### config.mk
export PLATFORM = sky130hd
export DESIGN_NAME = serial_add_ctrl_flat
export DESIGN_NICKNAME = d
export VERILOG_FILES = /design/src/rtl/serial_add_ctrl_if.sv /design/src/rtl/serial_add_ctrl.sv /design/src/flat_wrapper.sv
export SDC_FILE = /design/constraint.sdc
export NUM_CORES = 1
export LEC_CHECK = 0
export ABC_AREA = 1
export CORE_MARGIN = 3
export CORE_UTILIZATION = 55
export CTS_CLUSTER_SIZE = 25
export DETAILED_ROUTE_END_ITERATION = 16
export HOLD_SLACK_MARGIN = 0.05
export PLACE_DENSITY_LB_ADDON = 0.2
export SYNTH_ARGS = -nofsm -noshare
export SYNTH_HDL_FRONTEND = slang
export SYNTH_SLANG_ARGS = --single-unit
### constraint.sdc
create_clock -name clk -period 2.69 [get_ports clk]
set_input_delay 0.807 -clock clk [delete_from_list [all_inputs] [get_ports clk]]
set_output_delay 0.807 -clock clk [all_outputs]
set_load 0.01 [all_outputs]
### src/rtl/serial_add_ctrl_if.sv
// Handshake and operand/result bundle for the bit-serial add/subtract sequencer.
interface serial_add_ctrl_if #(
    parameter int WIDTH = 8
);
    logic             start;
    logic             sub;
    logic [WIDTH-1:0] op_a;
    logic [WIDTH-1:0] op_b;
    logic             busy;
    logic             done;
    logic [WIDTH-1:0] result;
    logic             cout;
    logic             overflow;

    // Requester side: issues operands, observes status/result
    modport master (
        output start, sub, op_a, op_b,
        input  busy, done, result, cout, overflow
    );

    // Sequencer side
    modport slave (
        input  start, sub, op_a, op_b,
        output busy, done, result, cout, overflow
    );
endinterface

### src/rtl/serial_add_ctrl.sv
// Bit-serial add/subtract sequencer: one full-adder cell reused LSB-first
// over WIDTH cycles, with a start/done handshake and carry/overflow flags.

// 1-bit full-adder cell; the only combinational arithmetic in the block.
module serial_add_fa (
    input  logic a,
    input  logic b,
    input  logic cin,
    output logic sum,
    output logic cout
);
    assign sum  = a ^ b ^ cin;
    assign cout = (a & b) | (cin & (a ^ b));
endmodule

module serial_add_ctrl #(
    parameter int WIDTH = 8,
    parameter int CNT_W = 6
) (
    input  logic               clk,
    input  logic               rst_n,
    serial_add_ctrl_if.slave   bus
);
    localparam logic [1:0] IDLE = 2'd0;
    localparam logic [1:0] RUN  = 2'd1;
    localparam logic [1:0] DONE = 2'd2;

    localparam logic [CNT_W-1:0] LAST_BIT = CNT_W'(WIDTH - 1);

    logic [1:0]       state_q, state_d;
    logic [WIDTH-1:0] a_sh_q, a_sh_d;
    logic [WIDTH-1:0] b_sh_q, b_sh_d;
    logic [WIDTH-1:0] res_sh_q, res_sh_d;
    logic             carry_q, carry_d;
    logic [CNT_W-1:0] cnt_q, cnt_d;
    logic [WIDTH-1:0] result_q, result_d;
    logic             cout_q, cout_d;
    logic             ovf_q, ovf_d;

    logic fa_sum, fa_cout;

    // The shared adder cell always sees the current LSBs and stored carry
    serial_add_fa u_fa (
        .a   (a_sh_q[0]),
        .b   (b_sh_q[0]),
        .cin (carry_q),
        .sum (fa_sum),
        .cout(fa_cout)
    );

    // Next-state: accept operands, shift one bit per RUN cycle, latch result on the MSB
    always_comb begin
        state_d  = state_q;
        a_sh_d   = a_sh_q;
        b_sh_d   = b_sh_q;
        res_sh_d = res_sh_q;
        carry_d  = carry_q;
        cnt_d    = cnt_q;
        result_d = result_q;
        cout_d   = cout_q;
        ovf_d    = ovf_q;
        case (state_q)
            IDLE, DONE: begin
                if (bus.start) begin
                    // Subtraction is A + ~B + 1: invert B here, seed carry with 1
                    a_sh_d  = bus.op_a;
                    b_sh_d  = bus.op_b ^ {WIDTH{bus.sub}};
                    carry_d = bus.sub;
                    cnt_d   = '0;
                    state_d = RUN;
                end else begin
                    state_d = IDLE;
                end
            end
            RUN: begin
                a_sh_d   = {1'b0, a_sh_q[WIDTH-1:1]};
                b_sh_d   = {1'b0, b_sh_q[WIDTH-1:1]};
                res_sh_d = {fa_sum, res_sh_q[WIDTH-1:1]};
                carry_d  = fa_cout;
                cnt_d    = cnt_q + 1'b1;
                if (cnt_q == LAST_BIT) begin
                    // carry_q is the carry into the MSB at this point
                    result_d = {fa_sum, res_sh_q[WIDTH-1:1]};
                    cout_d   = fa_cout;
                    ovf_d    = carry_q ^ fa_cout;
                    state_d  = DONE;
                end
            end
            default: state_d = IDLE;
        endcase
    end

    // State and datapath registers with synchronous clear
    always_ff @(posedge clk) begin
        if (!rst_n) begin
            state_q  <= IDLE;
            a_sh_q   <= '0;
            b_sh_q   <= '0;
            res_sh_q <= '0;
            carry_q  <= 1'b0;
            cnt_q    <= '0;
            result_q <= '0;
            cout_q   <= 1'b0;
            ovf_q    <= 1'b0;
        end else begin
            state_q  <= state_d;
            a_sh_q   <= a_sh_d;
            b_sh_q   <= b_sh_d;
            res_sh_q <= res_sh_d;
            carry_q  <= carry_d;
            cnt_q    <= cnt_d;
            result_q <= result_d;
            cout_q   <= cout_d;
            ovf_q    <= ovf_d;
        end
    end

    assign bus.busy     = (state_q == RUN);
    assign bus.done     = (state_q == DONE);
    assign bus.result   = result_q;
    assign bus.cout     = cout_q;
    assign bus.overflow = ovf_q;
endmodule
### src/flat_wrapper.sv
// flat-port wrapper written by rule: the top's interface ports become plain ports
module serial_add_ctrl_flat 
#(
    parameter int WIDTH = 8,
    parameter int CNT_W = 6
)
  (clk, rst_n, bus_start, bus_sub, bus_op_a, bus_op_b, bus_busy, bus_done, bus_result, bus_cout, bus_overflow);
  serial_add_ctrl_if #(.WIDTH(WIDTH)) bus_i ();
  input  logic clk;
  input  logic rst_n;
  input wire logic [$bits(bus_i.start)-1:0] bus_start;
  input wire logic [$bits(bus_i.sub)-1:0] bus_sub;
  input wire logic [$bits(bus_i.op_a)-1:0] bus_op_a;
  input wire logic [$bits(bus_i.op_b)-1:0] bus_op_b;
  output wire logic [$bits(bus_i.busy)-1:0] bus_busy;
  output wire logic [$bits(bus_i.done)-1:0] bus_done;
  output wire logic [$bits(bus_i.result)-1:0] bus_result;
  output wire logic [$bits(bus_i.cout)-1:0] bus_cout;
  output wire logic [$bits(bus_i.overflow)-1:0] bus_overflow;
  assign bus_i.start = bus_start;
  assign bus_i.sub = bus_sub;
  assign bus_i.op_a = bus_op_a;
  assign bus_i.op_b = bus_op_b;
  assign bus_busy = bus_i.busy;
  assign bus_done = bus_i.done;
  assign bus_result = bus_i.result;
  assign bus_cout = bus_i.cout;
  assign bus_overflow = bus_i.overflow;
  serial_add_ctrl #(.WIDTH(WIDTH), .CNT_W(CNT_W)) u_core (.clk(clk), .rst_n(rst_n), .bus(bus_i));
endmodule
==> results of run 1 <==
==> critical path, stage by stage (launching register included) <==
cell,delay (ps)
dfxtp_1,380
inv_1,80
nor2_2,130
clkdlybuf4s50_1,560
==> metal layers <==
metal	part of all wire [%]	vias up	GRT usage [%]
li1	-	929	-
met1	50	741	26.0
met2	44	37	30.8
met3	4.6	7	4.16
met4	1.4	0	7.12
met5	0	-	0
==> metrics by stage <==
| step | setup slack, ps | total power [uW] |
|---|---|---|
| finish | 388 | 1240 |
| global route | 325 | 1300 |
| CTS | 382 | 1250 |
| detailed placement | 497 | 852 |
| global placement | 534 | 849 |
| floorplan | 1140 | 796 |
==> power by group through the flow <==
stage,Sequential (uW),Combinational [uW],Clock [uW]
2_1_floorplan,682,114,0
3_3_place_gp,686,163,0
3_5_place_dp,686,165,0
4_1_cts,673,166,413
5_1_grt,677,190,435
6_report,673,165,406
==> flip-flops by register name (all words and copies together), names as in the netlist <==
name / flops
u_core.b_sh_q: 8
u_core.carry_q: 1
u_core.state_q: 2
u_core.bus.cout: 1
u_core.res_sh_q: 7
u_core.a_sh_q: 8
u_core.bus.result: 8
u_core.cnt_q: 6
u_core.bus.overflow: 1
==> final cells by class <==
class	count	area share (%)
multi-input combinational	201	38.5
sequential	42	36.7
inverter	22	3.61
clock buffer	5	1.64
clock inverter	3	1.91
tap	44	2.40
timing repair buffer	36	15.2
==> cells by family after synthesis <==
logic type / after synthesis / share of synthesized area [%]
buf+inv: 35 / 8.26
xor+xnor: 1 / 0.466
fa+ha+maj: 2 / 1.73
flops: 42 / 44.8
simple gates: 171 / 37.6
compound gates: 27 / 7.20
==> worst max path at each step <==
stage | endpoint | start | depth (start not counted)
after floorplan | bus_busy | u_core.state_q[0]$_SDFFE_PN0P_ | 3
after detailed placement | u_core.b_sh_q[0]$_SDFFE_PN0P_ | bus_sub | 6
final | bus_busy | u_core.state_q[0]$_SDFFE_PN0P_ | 3
after global routing | bus_busy | u_core.state_q[0]$_SDFFE_PN0P_ | 3
after CTS | bus_busy | u_core.state_q[0]$_SDFFE_PN0P_ | 3
after global placement | u_core.b_sh_q[0]$_SDFFE_PN0P_ | bus_sub | 6
==> cells in the mapped netlist (all sizes together) <==
library cell / number / area [sq um]
fa: 1 / 20.0
nand3: 31 / 160
dfxtp: 42 / 841
or2: 4 / 25.0
buf: 10 / 61.3
a21oi: 16 / 80.1
nand2: 96 / 360
clkbuf: 3 / 11.3
o21ai: 11 / 55.1
inv: 22 / 82.6
xor2: 1 / 8.76
ha: 1 / 12.5
nor2: 40 / 160
==> run_results.csv, run 1 <==
group,metric,value,unit
drt,drtIter0Drc,100,
clock_network,clock-sinks,42,
drt,first_pass_iters,4,
cells_and_area,fin_nets,330,
die,rows,20,
clock_network,clock_latency,350,ps
global_routing,grt_usage,19.4,%
die,fp.dieH,64.4,microns
critical_path,rr_startpoint,"u_core.state_q[0]$_SDFFE_PN0P_",
global_routing,grt_pass1_vias,1529,
critical_path,cp-end-kind,"output pin",
clock_network,cts_made_buffers,5,
flow_run,drv_cap,0,
timing,maxSlewViolCount,0,
min_path,holdPathEnd,"u_core.bus.result[2]$_SDFFE_PN0P_",
die,start_util,59.6,%
power,power.leakage,0.00106,uW
logic_synthesis,syn_nets,300,
timing,finalCritPeriodShare,85.6,%
power,peakVddDrop,0.388,mV
power,p_comb_share,13.2,%
clock_network,tritoncts,"yes",
critical_path,worstSetupStartpointType,"register",
global_routing,grt_max_degree,31,
power,p_sw,319,uW
place,io_buffers,31,
cells_and_area,fin_util,72.6,%
die,coreArea,0.00315,sq mm
cells_and_area,regArea,841,sq um
timing,worst_hold_slack,478,ps
critical_path,reg2reg_depth,7,
die,die_w,64.4,microns
clock_network,holdBufCountCts,0,
die,pin_count,32,
timing,rsz0062_at_grt,"false",
timing,maxSlewHeadroom,66.9,%
clock_network,post-cts-setup-buffers,0,
cells_and_area,fill_cells,286,
cells_and_area,layout_commonest_cell,"nand2_1",
timing,tightest_slew,495,ps
timing,max_freq,434,MHz
drt,finalWirelength,3.53,mm
timing,period_minus_slack,2300,ps
min_path,min_path_cells,2,
cells_and_area,diodes,0,
logic_synthesis,yosysSeqAreaShare,44.8,%
place,gp_congestion,0.771,
drt,vias,1714,
critical_path,worst-path-max-fanout,4,
die,die_area,0.00415,sq mm
clock_network,post_cts_resized,0,
logic_synthesis,syn-cell-area,0.00188,sq mm
min_path,hold_path.startpoint,"u_core.res_sh_q[3]$_SDFFE_PN0P_",
critical_path,worstPathRequired,1880,ps
critical_path,timing.rr.end,"u_core.bus.result[7]$_SDFFE_PN0P_",
min_path,hold_class,"register to register",
global_routing,antenna_found_initial,0,
place,hpwl,2.40,mm
drt,wl_per_cell,9.99,microns
critical_path,cp.arrival,1500,ps
cells_and_area,fin_area,0.00229,sq mm
timing,fin_skew,10.4,ps
cells_and_area,drive_above_1_share,6.80,%
cells_and_area,multi_input_area,882,sq um
place,dpl_cell_area,0.00221,sq mm
clock_network,htree_levels,2,
global_routing,globalRoute.totalOverflow,0,
clock_network,clock-root-buffer,"clkbuf_4",
cells_and_area,synthToLayoutAreaGrowth,21.9,%
cells_and_area,final_cell_mix,"nand2_1 (96), dfxtp_1 (42), nor2_1 (38)",
global_routing,grt_pass1_wl,6.47,mm
logic_synthesis,synth_cells,278,
critical_path,reg2reg_slack,960,ps
place,placed_cells,345,
power,switching_share,25.7,%
logic_synthesis,syn_area_per_cell,6.76,sq um
critical_path,path_class,"register to output pin",
drt,via_per_inst,4.86,
logic_synthesis,ys_types,19,
power,power.density,543,mW/mm^2
power,internal_power,924,uW
clock_network,clock_path_buffers,2,
clock_network,clk_pin_slew,130,ps
timing,finalSetupViolations,0,
power,seqPwrFrac,54.1,%
outcome,status,"completed",
drt,ant_nets,0,
timing,hold_violations,0,
power,clkPwrFrac,32.6,%
logic_synthesis,ys_seq_elements,42,
timing,setup_tns,0,ps
drt,drc,0,
logic_synthesis,ys_warn_count,0,
cells_and_area,stdcell_count,353,
(Power assumes the default switching activity.)
==> run 2: changes to the inputs <==
--- a/config.mk
+++ b/config.mk
@@ -6,6 +6,7 @@
 export NUM_CORES = 1
 export LEC_CHECK = 0
 export ABC_AREA = 1
+export ABC_CLOCK_PERIOD_IN_PS = 2690
 export CORE_MARGIN = 3
 export CORE_UTILIZATION = 55
 export CTS_CLUSTER_SIZE = 25
==> results of run 2 <==
No change in the layout: final DEF, timing and power equal those of run 1.
==> run 3: changes to the inputs <==
--- a/config.mk
+++ b/config.mk
@@ -6,7 +6,7 @@
 export NUM_CORES = 1
 export LEC_CHECK = 0
 export ABC_AREA = 1
-export ABC_CLOCK_PERIOD_IN_PS = 2690
+export ABC_CLOCK_PERIOD_IN_PS = 2800
 export CORE_MARGIN = 3
 export CORE_UTILIZATION = 55
 export CTS_CLUSTER_SIZE = 25
==> constraint.sdc (replaced) <==
create_clock -name clk -period 2.8 [get_ports clk]
set_input_delay 0.84 -clock clk [delete_from_list [all_inputs] [get_ports clk]]
set_output_delay 0.84 -clock clk [all_outputs]
set_load 0.01 [all_outputs]
==> run_results.csv, run 3 (synthesized netlist as in run 1, its figures left out) <==
group,metric,value,unit
critical_path,worstSetupStartpointType,"register",
critical_path,path_class,"register to output pin",
place,pre_cts_ws,562,ps
critical_path,cp-end-kind,"output pin",
critical_path,cp.arrival,1530,ps
timing,fin_skew,5.75,ps
timing,setup_tns,0,ps
critical_path,rr_startpoint,"u_core.state_q[0]$_SDFFE_PN0P_",
cells_and_area,final_cell_mix,"nand2_1 (96), dfxtp_1 (42), nor2_1 (38)",
cells_and_area,layout_commonest_cell,"nand2_1",
power,peakVddDrop,0.421,mV
timing,rsz0062_at_grt,"false",
place,gp_congestion,0.770,
critical_path,reg2reg_depth,7,
min_path,hold_path.startpoint,"u_core.res_sh_q[7]$_SDFFE_PN0P_",
place,io_buffers,31,
timing,period_minus_slack,2370,ps
flow_run,drv_cap,0,
global_routing,grt_usage,20.9,%
clock_network,clock-sinks,42,
drt,drc,0,
drt,first_pass_iters,4,
critical_path,worst-path-max-fanout,4,
clock_network,htree_levels,2,
power,power.density,500,mW/mm^2
global_routing,globalRoute.totalOverflow,0,
die,coreArea,0.00315,sq mm
global_routing,antenna_found_initial,0,
global_routing,grt_pass1_vias,1615,
global_routing,grt_max_degree,31,
die,rows,20,
clock_network,post-cts-setup-buffers,0,
drt,drtIter0Drc,152,
critical_path,critical-path-max-stage-delay,550,ps
place,hpwl,2.49,mm
die,die_w,64.4,microns
clock_network,clk_pin_slew,130,ps
critical_path,critPathSlowestCell,"clkdlybuf4s50_1",
die,fp.dieH,64.4,microns
timing,tightest_slew,511,ps
cells_and_area,diodes,0,
place,dpl_cell_area,0.00220,sq mm
timing,maxSlewViolCount,0,
timing,finalCritPeriodShare,84.6,%
cells_and_area,fin_util,71.8,%
clock_network,clock_latency,360,ps
clock_network,clock-root-buffer,"clkbuf_4",
clock_network,post_cts_resized,0,
critical_path,reg2reg_slack,1040,ps
min_path,hold_class,"register to register",
clock_network,clock_path_buffers,2,
die,pin_count,32,
cells_and_area,drive_above_1_share,6.49,%
drt,wl_per_cell,10.7,microns
min_path,holdPathEnd,"u_core.bus.result[6]$_SDFFE_PN0P_",
cells_and_area,synthToLayoutAreaGrowth,20.6,%
drt,dr.max_layer_used,"met4",
timing,hold_violations,0,
die,die_area,0.00415,sq mm
critical_path,timing.rr.end,"u_core.bus.result[3]$_SDFFE_PN0P_",
die,start_util,59.6,%
clock_network,cts_made_buffers,5,
timing,finalSetupViolations,0,
critical_path,worstPathRequired,1960,ps
timing,worst_hold_slack,473,ps
outcome,status,"completed",
drt,wl_met2,1.76,mm
drt,ant_nets,0,
drt,finalWirelength,3.78,mm
clock_network,holdBufCountCts,0,
drt,wl_met1,1.79,mm
clock_network,tritoncts,"yes",
timing,max_freq,422,MHz
global_routing,grt_pass1_wl,6.80,mm
power,power.leakage,0.00105,uW
cells_and_area,fin_nets,329,
cells_and_area,fin_area,0.00226,sq mm
timing,maxSlewHeadroom,65.9,%
drt,via_per_inst,4.95,
drt,route.met3.wl,144,microns
critical_path,crit_chain,"inv_1 > nor2_2 > clkdlybuf4s50_1",
drt,vias,1741,
timing,setup_ws,430,ps
min_path,min_path_cells,2,
[run 3: cell types whose count changed in the layout (fill, tap and decap cells not counted)]
cell and delta:
buf_4 -1, clkinvlp_4 +1, clkbuf_8 +1, bufinv_16 -1
inv_6 -1
[run 3: worst max-delay path, delay by kind of cell (launching register included)]
kind,cells,cell delay [ps]
AND/OR/NAND/NOR,1,120
flip-flops,1,410
buffers and inverters,2,630
[run 3: layout make-up]
cell class | instances | area (sq um)
Fill cell | 296 | 888
Multi-Input combinational cell | 201 | 882
Sequential cell | 42 | 841
Timing Repair Buffer | 35 | 340
Inverter | 22 | 82.6
Tap cell | 44 | 55.1
Clock buffer | 6 | 51.3
Clock inverter | 2 | 12.5
[run 3: power by group]
group | switching [uW] | internal, uW
logic | 89.4 | 69.5
registers | 18.8 | 628
clock network | 205 | 121
total | 314 | 818
[run 3: how the worst max path moves through the flow]
stage | from | depth (start not counted) | to
final | u_core.state_q[0]$_SDFFE_PN0P_ | 3 | bus_busy
after global routing | u_core.state_q[0]$_SDFFE_PN0P_ | 3 | bus_busy
after CTS | u_core.state_q[0]$_SDFFE_PN0P_ | 3 | bus_busy
after detailed placement | bus_sub | 6 | u_core.b_sh_q[4]$_SDFFE_PN0P_
after global placement | bus_sub | 6 | u_core.b_sh_q[0]$_SDFFE_PN0P_
after floorplan | u_core.state_q[0]$_SDFFE_PN0P_ | 3 | bus_busy
[run 3: layer usage]
| layer | vias up | track usage [%] |
|---|---|---|
| met5 | - | 0 |
| met4 | 0 | 11.6 |
| met3 | 9 | 4.68 |
| met2 | 36 | 32.6 |
| met1 | 773 | 26.8 |
| li1 | 923 | - |
[run 3: metrics by stage]
step           power [uW]  std cells
3_5_place_dp          818        344
6_report             1130        352
2_1_floorplan         765        278
4_1_cts              1140        352
3_3_place_gp          814        344
5_1_grt              1180        352
